## src/rtl/led_matrix_scan.sv

```systemverilog
// HUB75 scan engine: fetches top/bottom pixel pairs from a synchronous frame RAM, shifts them out,
// latches the row and lights it for a binary-weighted time per bitplane. Define LED_MATRIX_DBUF_EN for double buffering.
module led_matrix_scan #(
  parameter int COL_BITS   = 5,
  parameter int ROW_BITS   = 3,
  parameter int PWM_BITS   = 8,
  parameter int BASE_DELAY = 2,
`ifdef LED_MATRIX_DBUF_EN
  localparam int BUF_W     = 1,
`else
  localparam int BUF_W     = 0,
`endif
  localparam int ADDR_W    = BUF_W + 1 + ROW_BITS + COL_BITS
) (
  input  logic                    led_clk,
  input  logic                    rsi_reset_n,
  input  logic                    enable,
`ifdef LED_MATRIX_DBUF_EN
  input  logic                    buf_sel,
`endif
  output logic [ADDR_W-1:0]       mem_addr,
  input  logic [3*PWM_BITS-1:0]   mem_rdata,
  output logic [ROW_BITS-1:0]     demux,
  output logic [2:0]              rgb0,
  output logic [2:0]              rgb1,
  output logic                    rgb_clk,
  output logic                    rgb_stb,
  output logic                    oe_n,
  output logic                    frame_start
);

  localparam int PLANE_W = (PWM_BITS > 1) ? $clog2(PWM_BITS) : 1;
  localparam int DLY_W   = PWM_BITS + $clog2(BASE_DELAY + 1);
  localparam logic [PLANE_W-1:0] PLANE_LAST = PLANE_W'(PWM_BITS - 1);

  localparam int IDX_IDLE  = 0;
  localparam int IDX_CLK   = 4;
  localparam int IDX_LATCH = 5;
  localparam int IDX_DELAY = 6;

  // One-hot encoding so the panel strobes are straight flop outputs.
  typedef enum logic [6:0] {
    S_IDLE   = 7'b0000001,
    S_RD_TOP = 7'b0000010,
    S_RD_BOT = 7'b0000100,
    S_SHIFT  = 7'b0001000,
    S_CLK    = 7'b0010000,
    S_LATCH  = 7'b0100000,
    S_DELAY  = 7'b1000000
  } state_t;

  state_t               state_q;
  logic [COL_BITS-1:0]  col_q;
  logic [ROW_BITS-1:0]  row_q;
  logic [PLANE_W-1:0]   plane_q;
  logic [DLY_W-1:0]     delay_q;
  logic [ROW_BITS-1:0]  demux_q;
  logic [2:0]           rgb0_q;
  logic [2:0]           rgb1_q;
  logic [ADDR_W-1:0]    addr_q;

  logic [COL_BITS-1:0]  col_inc_d;
  logic [COL_BITS-1:0]  col_top_d;
  logic [ADDR_W-1:0]    addr_top_d;
  logic [ADDR_W-1:0]    addr_bot_d;

  function automatic logic [2:0] plane_bits(input logic [3*PWM_BITS-1:0] px,
                                            input logic [PLANE_W-1:0]    p);
    return {px[2*PWM_BITS + int'(p)], px[PWM_BITS + int'(p)], px[int'(p)]};
  endfunction

  assign col_inc_d = col_q + 1'b1;
  // The next top fetch is issued from CLK, before col_q has advanced.
  assign col_top_d = (state_q == S_CLK) ? col_inc_d : col_q;

`ifdef LED_MATRIX_DBUF_EN
  logic buf_q;
  logic buf_d;

  // Swap buffers only on the frame boundary so a frame is never torn.
  assign buf_d      = frame_start ? buf_sel : buf_q;
  assign addr_top_d = {buf_d, 1'b0, row_q, col_top_d};
  assign addr_bot_d = {buf_q, 1'b1, row_q, col_q};
`else
  assign addr_top_d = {1'b0, row_q, col_top_d};
  assign addr_bot_d = {1'b1, row_q, col_q};
`endif

  assign frame_start = rsi_reset_n & state_q[IDX_IDLE] & enable
                     & (row_q == '0) & (plane_q == PLANE_LAST);

  assign rgb_clk  = state_q[IDX_CLK];
  assign rgb_stb  = state_q[IDX_LATCH];
  assign oe_n     = ~state_q[IDX_DELAY];
  assign mem_addr = addr_q;
  assign demux    = demux_q;
  assign rgb0     = rgb0_q;
  assign rgb1     = rgb1_q;

  always_ff @(posedge led_clk or negedge rsi_reset_n) begin
    if (!rsi_reset_n) begin
      state_q <= S_IDLE;
      col_q   <= '0;
      row_q   <= '0;
      plane_q <= PLANE_LAST;
      delay_q <= '0;
      demux_q <= '0;
      rgb0_q  <= '0;
      rgb1_q  <= '0;
      addr_q  <= '0;
`ifdef LED_MATRIX_DBUF_EN
      buf_q   <= 1'b0;
`endif
    end else begin
`ifdef LED_MATRIX_DBUF_EN
      buf_q <= buf_d;
`endif
      unique case (state_q)
        S_IDLE: begin
          if (enable) begin
            addr_q  <= addr_top_d;
            state_q <= S_RD_TOP;
          end
        end
        S_RD_TOP: begin
          addr_q  <= addr_bot_d;
          state_q <= S_RD_BOT;
        end
        S_RD_BOT: begin
          // RAM returns the top pixel requested in RD_TOP.
          rgb0_q  <= plane_bits(mem_rdata, plane_q);
          state_q <= S_SHIFT;
        end
        S_SHIFT: begin
          rgb1_q  <= plane_bits(mem_rdata, plane_q);
          state_q <= S_CLK;
        end
        S_CLK: begin
          col_q <= col_inc_d;
          if (&col_q) begin
            state_q <= S_LATCH;
          end else begin
            addr_q  <= addr_top_d;
            state_q <= S_RD_TOP;
          end
        end
        S_LATCH: begin
          demux_q <= row_q;
          delay_q <= DLY_W'(BASE_DELAY) << plane_q;
          state_q <= S_DELAY;
        end
        S_DELAY: begin
          if (delay_q > DLY_W'(1)) begin
            delay_q <= delay_q - 1'b1;
          end else begin
            delay_q <= '0;
            state_q <= S_IDLE;
            if (plane_q == '0) begin
              plane_q <= PLANE_LAST;
              row_q   <= row_q + 1'b1;
            end else begin
              plane_q <= plane_q - 1'b1;
            end
          end
        end
        default: state_q <= S_IDLE;
      endcase
    end
  end

endmodule

```

## config.mk

```make
export PLATFORM = sky130hd
export DESIGN_NAME = led_matrix_scan
export DESIGN_NICKNAME = d
export VERILOG_FILES = /design/src/rtl/led_matrix_scan.sv
export SDC_FILE = /design/constraint.sdc
export NUM_CORES = 1
export LEC_CHECK = 0
export BUFFER_PORTS_ARGS = -buffer_cell sky130_fd_sc_hd__buf_4
export CORE_MARGIN = 2
export CORE_UTILIZATION = 35
export CTS_CLUSTER_DIAMETER = 150
export DETAILED_ROUTE_END_ITERATION = 6
export RECOVER_POWER = 100
export SKIP_CTS_REPAIR_TIMING = 1
export SLEW_MARGIN = 10
export SYNTH_ARGS = -nofsm -noshare
export SYNTH_HDL_FRONTEND = slang
export SYNTH_SLANG_ARGS = --single-unit
```

## constraint.sdc

```tcl
create_clock -name led_clk -period 2.6 [get_ports led_clk]
set_input_delay 0.26 -clock led_clk [delete_from_list [all_inputs] [get_ports led_clk]]
set_output_delay 0.26 -clock led_clk [all_outputs]
set_load 0.02 [all_outputs]
```

==> summary.md <==
| Metric | Value |
|---|---|
| Status | completed |
| Endpoints failing setup | 0 |
| Synth Net Count | 270 |
| Maximum clock rate | 418 MHz |
| Int Power | 0.00126 W |
| Crit path time final | 2.39 ns |
| RSZ-0062 raised after global routing | no |
| Root buffer selected by CTS | clkbuf_8 |
| WHS | 0.364 ns |
| Post-synthesis cell area | 2620 um^2 |
| Count of final max-slew check failures | 0 |
| Area Overhead vs Synth | 16.7% |
| Final HPWL DP | 4330 um |
| Most frequent cells in the layout | dfrtp_1, buf_4, clkbuf_1 |
| Most common cell after layout, fill and taps aside | dfrtp_1 |
| RR Startpoint | state_q[4] |
| Slowest-stage cell, CP | nor3_1 |
| TritonCTS clock tree | yes |
| Initial antenna violation count | 0 |
| FP Rows | 31 |
| Vias in the first global route | 1922 |
| Leakage power | 1.37 nW |
| Period Utilization, post-route | 92.0% |
| CTS H-tree depth | 2 |
| Crit Path Max Fanout | 7 |
| RePlAce Congestion | 0.892 |
| Reg2reg path depth | 4 |
| Final setup margin | 0.208 ns |
| Sw frac | 31.6% |
| Reg-to-Reg End | delay_q[2] |
| Yosys Warn Count | 0 |
| Max Buffers Root-to-Sink | 2 |
| Pre-CTS setup slack | 0.423 ns |
| Gate power share | 23.0% |
| Routed Antenna Nets | 0 |
| Avg Inst Size Synth | 11.3 um^2 |
| Area of the core | 7250 um^2 |
| Final net count | 319 |
| Main synth FF type | dfrtp_1 |
| FF+latch count, synth | 46 |
| Setup tns final | 0 ns |
| Clock transition at the registers of the reported paths | 0.10 ns |
| CP endpoint kind | flop |
| Cell Pwr Density | 606 nW/um^2 |
| Startpoint types | flop |
| Area leader, netlist | dfrtp_1 |
| Post-synth EDFFs | 0 |
| Ports | 49 |
| Clk_lat worst skew | 0.30 ns |
| FFs w/ async S/R, synth | 100% |
| Number of diodes | 0 |
| Die height | 90.4 um |
| Worst hold path type | in -> async |
| Endpoints failing hold | 0 |
| Required time worst endpoint | 2.79 ns |
| DRC marker count from the first detailed-route iteration | 89 |
| Placed cell count | 373 |
| Worst Path Arrival | 2.58 ns |
| Pre-antenna DRT Iters | 4 |
| DR vias/cell | 5.21 |
| Overflow after GRT | 0 |
| Final Non-Filler Cells | 381 |
| Critical Setup Path Class | reg -> reg |
| Least-Margin Pin Slew | 1.14 ns |
| Top cells by area, synth | dfrtp_1, mux2_2, ha_1, mux4_2, dfstp_2 |
| R2R setup slack | 0.21 ns |
| WL/cell | 15.3 um |
| Total Wirelength | 5830 um |
| Largest net degree at the start of global routing | 47 |
| GRT Util Overall | 14.6% |
| Share of power burned in registers | 47.4% |
| Count of buffers from port buffering | 48 |
| Sw Pwr | 0.000585 W |
| Share of post-route cells with drive strength above 1 | 25.2% |
| Max-slew headroom | 24.0% |
| DRC errors left | 0 |
| Largest stage delay, worst path | 0.58 ns |
| CTS Sinks | 46 |
| Max Cap Viol | 0 |
| Die ar. | 8180 um^2 |
| Clock power share | 29.6% |
| Synthesized instance count | 232 |
| Initial core utilization | 36.1% |
| Sequential element share of the synthesized area | 44.2% |
| First-pass GRT wire length | 9720 um |
| CTS buffer count | 5 |
| Distinct cells, synth | 53 |
| Vias | 1984 |
| Layout Skew | 0.0120 ns |
| Share of the synthesized area in the top cell type | 40.2% |
| Die Wd | 90.4 um |
| Peak VDD IR | 384 uV |
| Worst path cell trace | or3_1 > nor3_1 > nand2_1 > o311ai_0 |
how the worst max path moves through the flow:
stage	start	end	cells after the start
2_1_floorplan	plane_q[0]	rgb0[0]	4
3_3_place_gp	col_q[0]	mem_addr[1]	6
3_5_place_dp	col_q[0]	mem_addr[4]	6
4_1_cts	col_q[0]	mem_addr[4]	6
5_1_grt	state_q[4]	delay_q[2]	4
6_report	state_q[4]	delay_q[2]	4
flip-flops by register name, indices dropped and copies added (netlist names):
register and count:
rgb0 3, rgb1 3, col_q 5, row_q 3
state_q 7, mem_addr 9, demux 3, delay_q 10
plane_q 3
logic make-up (layout without fill, tap and decap cells):
kind of cell               count (synthesis)  in the layout  share of synthesized area [%]
and+or+nand+nor                           81             81                           19.5
adders and majority gates                 11             11                           5.26
xor gates and xnor gates                   5              5                           1.67
muxes                                     30             30                           15.7
AOI/OAI and AO/OA                         34             34                           9.38
buffers and inverters                     25             75                           4.26
DFF                                       46             46                           44.2
Yosys cell counts, types with 3 or more instances:
cell type	n
dfrtp_1	42
mux2_2	19
nand2_1	18
inv_1	15
ha_1	11
nand4_1	11
nand3_1	9
nor2_1	7
nor2b_1	7
o21ai_0	7
mux4_2	6
a31oi_1	5
buf_2	5
and3_1	4
dfstp_2	4
xnor2_1	4
a21oi_1	3
and2_1	3
clkbuf_1	3
nor3_1	3
o211ai_1	3
o31ai_1	3
stage by stage:
stage                     total power (W)  cell area [um^2]  utilization [%]
final                             0.00185              3050             42.1
after global routing              0.00194              3050             42.1
after CTS                         0.00195              3190             43.9
after detailed placement          0.00140              3070             42.4
after global placement            0.00139              3070             42.4
after floorplan                   0.00121              2620                -
layer usage:
| metal | wire length [um] | GRT usage [%] | part of all wire (%) |
|---|---|---|---|
| met1 | 2800 | 20.6 | 48 |
| met2 | 2720 | 23.1 | 47 |
| met3 | 267 | 2.84 | 4.6 |
| met4 | 37 | 3.97 | 0.64 |
| met5 | 0 | 0 | 0 |
power groups by stage:
stage	Sequential [W]	Clock, W	Combinational, W
3_5_place_dp	0.000897	0	0.000500
6_report	0.000876	0.000547	0.000426
2_1_floorplan	0.000943	0	0.000262
5_1_grt	0.000893	0.000583	0.000467
3_3_place_gp	0.000891	0	0.000497
4_1_cts	0.000883	0.000563	0.000503
final cells by class:
type / count / area, um^2
clock buffers: 5 / 68.8
multi-input cells: 161 / 1300
well taps: 99 / 124
clock inverters: 3 / 43.8
repair buffers: 52 / 305
flip-flops and latches: 46 / 1160
fillers: 741 / 4200
inverters: 15 / 56.3
critical path: cells and delay by family, from the launching register on:
kind / cells / cell delay [ns]
compound gates: 1 / 0.39
flops: 1 / 0.46
simple gates: 3 / 1.43
(Power assumes the default switching activity.)
